$ cat config.mk
export PLATFORM = sky130hd
export DESIGN_NAME = icache_axi_rd_bridge
export DESIGN_NICKNAME = d
export VERILOG_FILES = /design/src/rtl/icache_axi_rd_bridge_pkg.sv /design/src/rtl/rd_skid_buf.sv /design/src/rtl/icache_axi_rd_bridge.sv
export SDC_FILE = /design/constraint.sdc
export NUM_CORES = 1
export LEC_CHECK = 0
export ABC_AREA = 1
export ABC_CLOCK_PERIOD_IN_PS = 1550
export BUFFER_PORTS_ARGS = -buffer_cell sky130_fd_sc_hd__clkbuf_2
export CELL_PAD_IN_SITES_DETAIL_PLACEMENT = 1
export CELL_PAD_IN_SITES_GLOBAL_PLACEMENT = 1
export CORE_ASPECT_RATIO = 1.2
export CORE_UTILIZATION = 29
export DETAILED_ROUTE_END_ITERATION = 16
export PLACE_DENSITY = 0.83
export SYNTH_ARGS = -nofsm -noshare
export SYNTH_HDL_FRONTEND = slang
export SYNTH_SLANG_ARGS = --single-unit
export TNS_END_PERCENT = 100
$ cat constraint.sdc
create_clock -name clk -period 1.55 [get_ports clk]
set_clock_uncertainty 0.1 [all_clocks]
set_input_delay 0.155 -clock clk [delete_from_list [all_inputs] [get_ports clk]]
set_output_delay 0.155 -clock clk [all_outputs]
set_load 0.01 [all_outputs]
$ cat src/rtl/icache_axi_rd_bridge_pkg.sv
// -----------------------------------------------------------------------------
// icache_axi_rd_bridge_pkg
// Shared definitions for the instruction-cache AXI read bridge: the AXI
// encodings the bridge drives or checks, the bridge FSM state encoding, the
// return-path payload width and the per-beat response checker.
// -----------------------------------------------------------------------------
package icache_axi_rd_bridge_pkg;

  localparam logic [1:0] AXI_BURST_INCR = 2'b01;
  localparam logic [2:0] AXI_SIZE_4B    = 3'b010;
  localparam logic [1:0] AXI_RESP_OKAY  = 2'b00;

  // Return payload carried through the optional buffer: {last, data}
  localparam int unsigned RET_PAYLOAD_W = 33;

  typedef enum logic [1:0] {
    ST_IDLE = 2'd0,
    ST_AR   = 2'd1,
    ST_RD   = 2'd2
  } bridge_state_e;

  // Flags an accepted R beat that is inconsistent with the burst we issued:
  // bad response, foreign ID, rlast early/late relative to the beat count.
  function automatic logic beat_err(
    input logic [1:0] resp,
    input logic [3:0] id,
    input logic [3:0] exp_id,
    input logic       last,
    input logic [7:0] cnt,
    input logic [7:0] len
  );
    return (resp != AXI_RESP_OKAY) ||
           (id != exp_id) ||
           (last && (cnt != len)) ||
           (!last && (cnt == len));
  endfunction

endpackage

$ cat src/rtl/rd_skid_buf.sv
// -----------------------------------------------------------------------------
// rd_skid_buf
// One-entry registered buffer with valid/ready on both sides. Accepts a new
// entry whenever it is empty or its current entry is being drained, so a
// continuous stream passes with one cycle of latency and no bubbles.
//
// Ports:
//   clk, rstn            clock, asynchronous active-low reset
//   i_valid/o_ready      upstream handshake, i_data payload in
//   o_valid/i_ready      downstream handshake, o_data payload out
// -----------------------------------------------------------------------------
module rd_skid_buf
  import icache_axi_rd_bridge_pkg::*;
(
  input  logic                     clk,
  input  logic                     rstn,
  input  logic                     i_valid,
  output logic                     o_ready,
  input  logic [RET_PAYLOAD_W-1:0] i_data,
  output logic                     o_valid,
  input  logic                     i_ready,
  output logic [RET_PAYLOAD_W-1:0] o_data
);

  logic                     r_valid;
  logic [RET_PAYLOAD_W-1:0] r_data;

  assign o_ready = !r_valid || i_ready;
  assign o_valid = r_valid;
  assign o_data  = r_data;

  // Entry register; payload is zeroed when empty so last/data read as 0
  always_ff @(posedge clk or negedge rstn) begin
    if (!rstn) begin
      r_valid <= 1'b0;
      r_data  <= {RET_PAYLOAD_W{1'b0}};
    end else if (o_ready) begin
      r_valid <= i_valid;
      r_data  <= i_valid ? i_data : {RET_PAYLOAD_W{1'b0}};
    end
  end

endmodule

$ cat src/rtl/icache_axi_rd_bridge.sv
// -----------------------------------------------------------------------------
// icache_axi_rd_bridge
// Converts a cache line-fill request (address + AXI-encoded length) into one
// AXI4 INCR read burst of 4-byte beats and returns the beats to the cache in
// order. Checks every accepted R beat and pulses rd_err on a bad response,
// foreign ID or rlast/beat-count disagreement; the burst always ends on rlast.
//
// Build option RD_SKID_BUF_EN:
//   defined   - return beats pass through a one-entry register (rd_skid_buf),
//               rvalid -> ret_valid latency of one cycle.
//   undefined - combinational pass-through, zero latency.
//
// Ports:
//   clk, rstn                      clock, asynchronous active-low reset
//   r_req/r_rdy, r_addr, r_length  cache request and acceptance
//   r_data_ready                   cache can take a return beat
//   ret_valid, ret_last, r_data_AXI return beat to the cache
//   arid..arvalid, arready         AXI read address channel
//   rid..rvalid, rready            AXI read data channel
//   rd_err                         one-cycle error pulse per bad beat
// -----------------------------------------------------------------------------
module icache_axi_rd_bridge
  import icache_axi_rd_bridge_pkg::*;
#(
  parameter logic [3:0] AXI_ID = 4'd0
) (
  input  logic        clk,
  input  logic        rstn,
  input  logic        r_req,
  input  logic [31:0] r_addr,
  input  logic [7:0]  r_length,
  output logic        r_rdy,
  input  logic        r_data_ready,
  output logic        ret_valid,
  output logic        ret_last,
  output logic [31:0] r_data_AXI,
  output logic [3:0]  arid,
  output logic [31:0] araddr,
  output logic [7:0]  arlen,
  output logic [2:0]  arsize,
  output logic [1:0]  arburst,
  output logic        arvalid,
  input  logic        arready,
  input  logic [3:0]  rid,
  input  logic [31:0] rdata,
  input  logic [1:0]  rresp,
  input  logic        rlast,
  input  logic        rvalid,
  output logic        rready,
  output logic        rd_err
);

  bridge_state_e r_state;
  bridge_state_e w_state_nxt;
  logic          r_acc_rdy;
  logic [31:0]   r_cap_addr;
  logic [7:0]    r_cap_len;
  logic [7:0]    r_beat_cnt;
  logic          w_in_rd;
  logic          w_accept;
  logic          w_ar_hs;
  logic          w_r_hs;

  assign w_in_rd  = (r_state == ST_RD);
  assign w_accept = r_req && r_acc_rdy;
  assign w_ar_hs  = arvalid && arready;
  assign w_r_hs   = rvalid && rready;

  assign r_rdy   = r_acc_rdy;
  assign arvalid = (r_state == ST_AR);
  assign arid    = AXI_ID;
  assign araddr  = r_cap_addr;
  assign arlen   = r_cap_len;
  assign arsize  = AXI_SIZE_4B;
  assign arburst = AXI_BURST_INCR;
  assign rd_err  = w_r_hs && beat_err(rresp, rid, AXI_ID, rlast, r_beat_cnt, r_cap_len);

  // Next-state logic; the burst ends on rlast even if it arrives early
  always_comb begin
    w_state_nxt = r_state;
    case (r_state)
      ST_IDLE: begin
        if (w_accept) w_state_nxt = ST_AR;
        else          w_state_nxt = ST_IDLE;
      end
      ST_AR: begin
        if (arready) w_state_nxt = ST_RD;
        else         w_state_nxt = ST_AR;
      end
      ST_RD: begin
        if (w_r_hs && rlast) w_state_nxt = ST_IDLE;
        else                 w_state_nxt = ST_RD;
      end
      default: w_state_nxt = ST_IDLE;
    endcase
  end

  // State register; r_rdy is registered from the next state so it stays low
  // during reset and rises on the first edge after release
  always_ff @(posedge clk or negedge rstn) begin
    if (!rstn) begin
      r_state   <= ST_IDLE;
      r_acc_rdy <= 1'b0;
    end else begin
      r_state   <= w_state_nxt;
      r_acc_rdy <= (w_state_nxt == ST_IDLE);
    end
  end

  // Request capture; held stable on the AR channel until the next acceptance
  always_ff @(posedge clk or negedge rstn) begin
    if (!rstn) begin
      r_cap_addr <= 32'd0;
      r_cap_len  <= 8'd0;
    end else if (w_accept) begin
      r_cap_addr <= r_addr;
      r_cap_len  <= r_length;
    end
  end

  // Beat counter: cleared when the burst enters RD, counts accepted R beats
  always_ff @(posedge clk or negedge rstn) begin
    if (!rstn) begin
      r_beat_cnt <= 8'd0;
    end else if (w_ar_hs) begin
      r_beat_cnt <= 8'd0;
    end else if (w_r_hs) begin
      r_beat_cnt <= r_beat_cnt + 8'd1;
    end
  end

`ifdef RD_SKID_BUF_EN
  logic                     w_buf_in_ready;
  logic [RET_PAYLOAD_W-1:0] w_buf_out;

  rd_skid_buf u_rd_skid_buf (
    .clk     (clk),
    .rstn    (rstn),
    .i_valid (w_in_rd && rvalid),
    .o_ready (w_buf_in_ready),
    .i_data  ({rlast, rdata}),
    .o_valid (ret_valid),
    .i_ready (r_data_ready),
    .o_data  (w_buf_out)
  );

  assign rready     = w_in_rd && w_buf_in_ready;
  assign ret_last   = w_buf_out[32];
  assign r_data_AXI = w_buf_out[31:0];
`else
  assign rready     = w_in_rd && r_data_ready;
  assign ret_valid  = w_in_rd && rvalid;
  assign ret_last   = ret_valid && rlast;
  assign r_data_AXI = ret_valid ? rdata : 32'd0;
`endif

endmodule

==> out/qor.csv <==
stage,metric,value,unit
outcome,outcome,"complete, but fails checks",
outcome,violations,negative setup slack,
critical_path,worstSetupPathType,register to output pin,
logic_synthesis,synth_seq_cells,51,
sta,final.setup.tns,-4.435,ns
route,avgViaCountPerCell,4.417,
global_routing,grt_pass1_wl,14840,µm
sta,finalCriticalPeriod,1.866,ns
layout,final_cell_area,4860,µm²
sta,fin_crit_sh,1.204,
logic_synthesis,synth_largest_area_cell,dfrtp_1,
logic_synthesis,ys.flop_type,dfrtp_1,
route,drtAntennaViolNets,0,
floorplanning,dieHeight,104.2,µm
logic_synthesis,synth_cell_types,26,
critical_path,path_buf_inv,1,
power,vdd_ir_drop_max,0.8474,mV
cts,clk_latency,0.32,ns
critical_path,critPathSlowestCell,dfrtp_1,
logic_synthesis,synth_edf_count,0,
global_routing,grt_antenna_before_repair,0,
critical_path,startpoint_type,register,
global_routing,grt_pass1_vias,2994,
logic_synthesis,synth_most_common_cell,nor2_1,
critical_path,critical-path-top-delay-family,simple AND/OR/NAND/NOR gates,
cts,cts_buffers,5,
critical_path,crit_required,1.29,ns
route,routedWlPerCell,16.39,µm
layout,multi_input_comb_area,1282,µm²
sta,postLayoutSetupSlackWorst,-0.3161,ns
cts,clock-sinks,51,
placement,globalplace.congestion,0.8103,
critical_path,cp_cell_sequence,"xnor2_1, nand2_1, nor2_2, nand3_1, nand2_1, nor2_1, nor2_1, buf_2",
placement,place_area,3486,µm²
placement,hpwl,5499,µm
cts,cts_buffer_depth,2,
critical_path,path_max_fanout,3,
layout,ff_latch_area,1277,µm²
flow_run,drv_cap,0,
sta,final_hold_viol_count,0,
sta,rsz0062_at_grt,yes,
logic_synthesis,async_flop_share,1.000,
layout,syn_to_final_growth,92.47,%
floorplanning,die_area,9085,µm²
floorplanning,start_util,0.3046,
power,powerDensity,1380,nW/µm²
sta,maxSlewViolCount,0,
route,routed-via-count,2734,
layout,fillers,950,
logic_synthesis,synthCells,267,
cts,cts.reportedPaths.clkPinSlew,0.10,ns
layout,drive_gt1_frac,0.5853,
route,drc,0,
cts,cts_root_buf,clkbuf_8,
sta,max_freq,0.5359,GHz
sta,finalSetupViolCount,35,
layout,final_nets,589,
hold_path,hold_path.class,primary input to register,
floorplanning,core_area,8288,µm²
critical_path,critical_path.max_stage_delay,0.43,ns
power,leakagePower,0.002539,µW
placement,dp_slack,0.05998,ns
logic_synthesis,syn_area,2525,µm²
logic_synthesis,yosysSeqAreaShare,0.5055,
critical_path,worstPathArrival,1.61,ns
logic_synthesis,synthTopCellsByArea,"dfrtp_1 (51%), mux2_2 (16%), nor2_1 (7.7%)",
logic_synthesis,syn_area_per_cell,9.457,µm²
global_routing,grt_max_degree,52,
cts,cts_tree,done,
logic_synthesis,synth.top_cell.area_share,0.5055,
global_routing,globalRoute.totalOverflow,0,
route,routed_wirelength,10150,µm
route,drtIter0Drc,54,
global_routing,grt_usage,0.2124,
logic_synthesis,yosys-top-cells-count,"nor2_1 (52), dfrtp_1 (51), inv_1 (47), mux2_2 (36), nand2_1 (28)",
placement,io_buffers,162,
floorplanning,io_pins,172,
floorplanning,dieWidth,87.18,µm
route,drt-pass1-iter-count,4,
critical_path,end_kind,output pin,
cts,htreeDepth,2,
logic_synthesis,yosysWarnings,0,
floorplanning,placementRows,36,
[flip-flops by register name, indices dropped and copies added (netlist names)]
| signal | count |
|---|---|
| araddr | 32 |
| arlen | 8 |
| r_beat_cnt | 8 |
| r_state | 2 |
| r_rdy | 1 |
[what timing repair did]
item / CTS / global route
gates cloned: 5 / 0
resized for setup: 70 / 95
pin swaps: 2 / 13
hold buffers: 41 / 0
endpoints found under the setup margin: 35 / 40
hold endpoints to repair: 91 / 0
setup buffers: 12 / 12
[per-stage QoR]
stage | total power [µW] | utilization | instances | hold slack (ns)
2_1_floorplan | 3723 | - | 274 | -0.2406
3_3_place_gp | 4752 | 0.4206 | 541 | 0.06981
3_5_place_dp | 4879 | 0.4206 | 541 | 0.08169
4_1_cts | 6310 | 0.5423 | 607 | 0.009483
5_1_grt | 7087 | 0.5861 | 618 | 0.04114
6_report | 6705 | 0.5864 | 619 | 0.01020
[per-layer routing]
| metal | GRT usage | part of all wire | wire [µm] |
|---|---|---|---|
| met1 | 0.2184 | 0.34 | 3435 |
| met2 | 0.4016 | 0.56 | 5684 |
| met3 | 0.05317 | 0.076 | 770 |
| met4 | 0.08080 | 0.025 | 258 |
| met5 | 0 | 0 | 0 |
[worst register-to-register path, stage by stage (launching register included)]
cell	delay (ns)
dfrtp_1	0.40
inv_2	0.08
nand3_4	0.11
buf_12	0.16
nor2_8	0.13
buf_6	0.12
nand3_4	0.08
nor2_1	0.16
a2bb2oi_2	0.15
[kinds of logic (layout without fill, tap and decap cells)]
| family | Yosys count | after routing | share of synthesized area |
|---|---|---|---|
| AND/OR/NAND/NOR | 90 | 90 | 0.1601 |
| buffers and inverters | 65 | 295 | 0.1130 |
| flip-flops | 51 | 51 | 0.5054 |
| multiplexers | 36 | 36 | 0.1606 |
| AO/OA/AOI/OAI | 18 | 18 | 0.03915 |
| XOR/XNOR | 4 | 4 | 0.01387 |
| other | 2 | 10 | 0.002974 |
| adder cells (fa/ha/maj) | 1 | 1 | 0.004955 |
[power breakdown]
group | total (µW) | switching [µW] | internal [µW]
Sequential | 2360 | 424 | 1930
Clock | 794 | 478 | 315
Combinational | 3550 | 1700 | 1850
[path summary, 6_finish.rpt]
check                                  from            end  slack, ns  depth (start not counted)
worst max register to register   r_state[0]  r_beat_cnt[4]       0.01                          8
worst min register to register   araddr[25]     araddr[25]       0.42                          1
min in group asynchronous              rstn       arlen[3]       0.28                          3
worst max-delay path               arlen[5]         rd_err      -0.32                          8
worst min-delay path            r_length[0]       arlen[0]       0.01                          3
max in group asynchronous              rstn     r_state[1]       0.82                          3
[cells in the final DEF, fill, tap and decap left out, types with 2 or more instances in the layout]
master,instances
clkbuf_2,126
dfrtp_1,50
inv_1,44
dlygate4sd3_1,41
mux2_2,36
buf_6,36
nor2_4,33
nand2_1,24
buf_4,22
nor2_1,17
a21oi_1,9
conb_1,9
buf_12,7
clkbuf_8,5
xnor2_1,4
buf_16,4
inv_2,3
nand2_2,3
nand3_1,3
nand3_4,2
nor2_8,2
o21ai_1,2
nor2_2,2
o21ai_2,2
clkinvlp_4,2
buf_2,2
[layout make-up]
type / count / area share
clock buffers: 5 / 0.01416
flip-flops and latches: 51 / 0.2629
diodes: 1 / 0.0005149
inverters: 49 / 0.03991
multi-input cells: 158 / 0.2639
clock inverters: 3 / 0.004119
repair buffers: 238 / 0.3852
well taps: 114 / 0.02935
(Power assumes the default switching activity.)
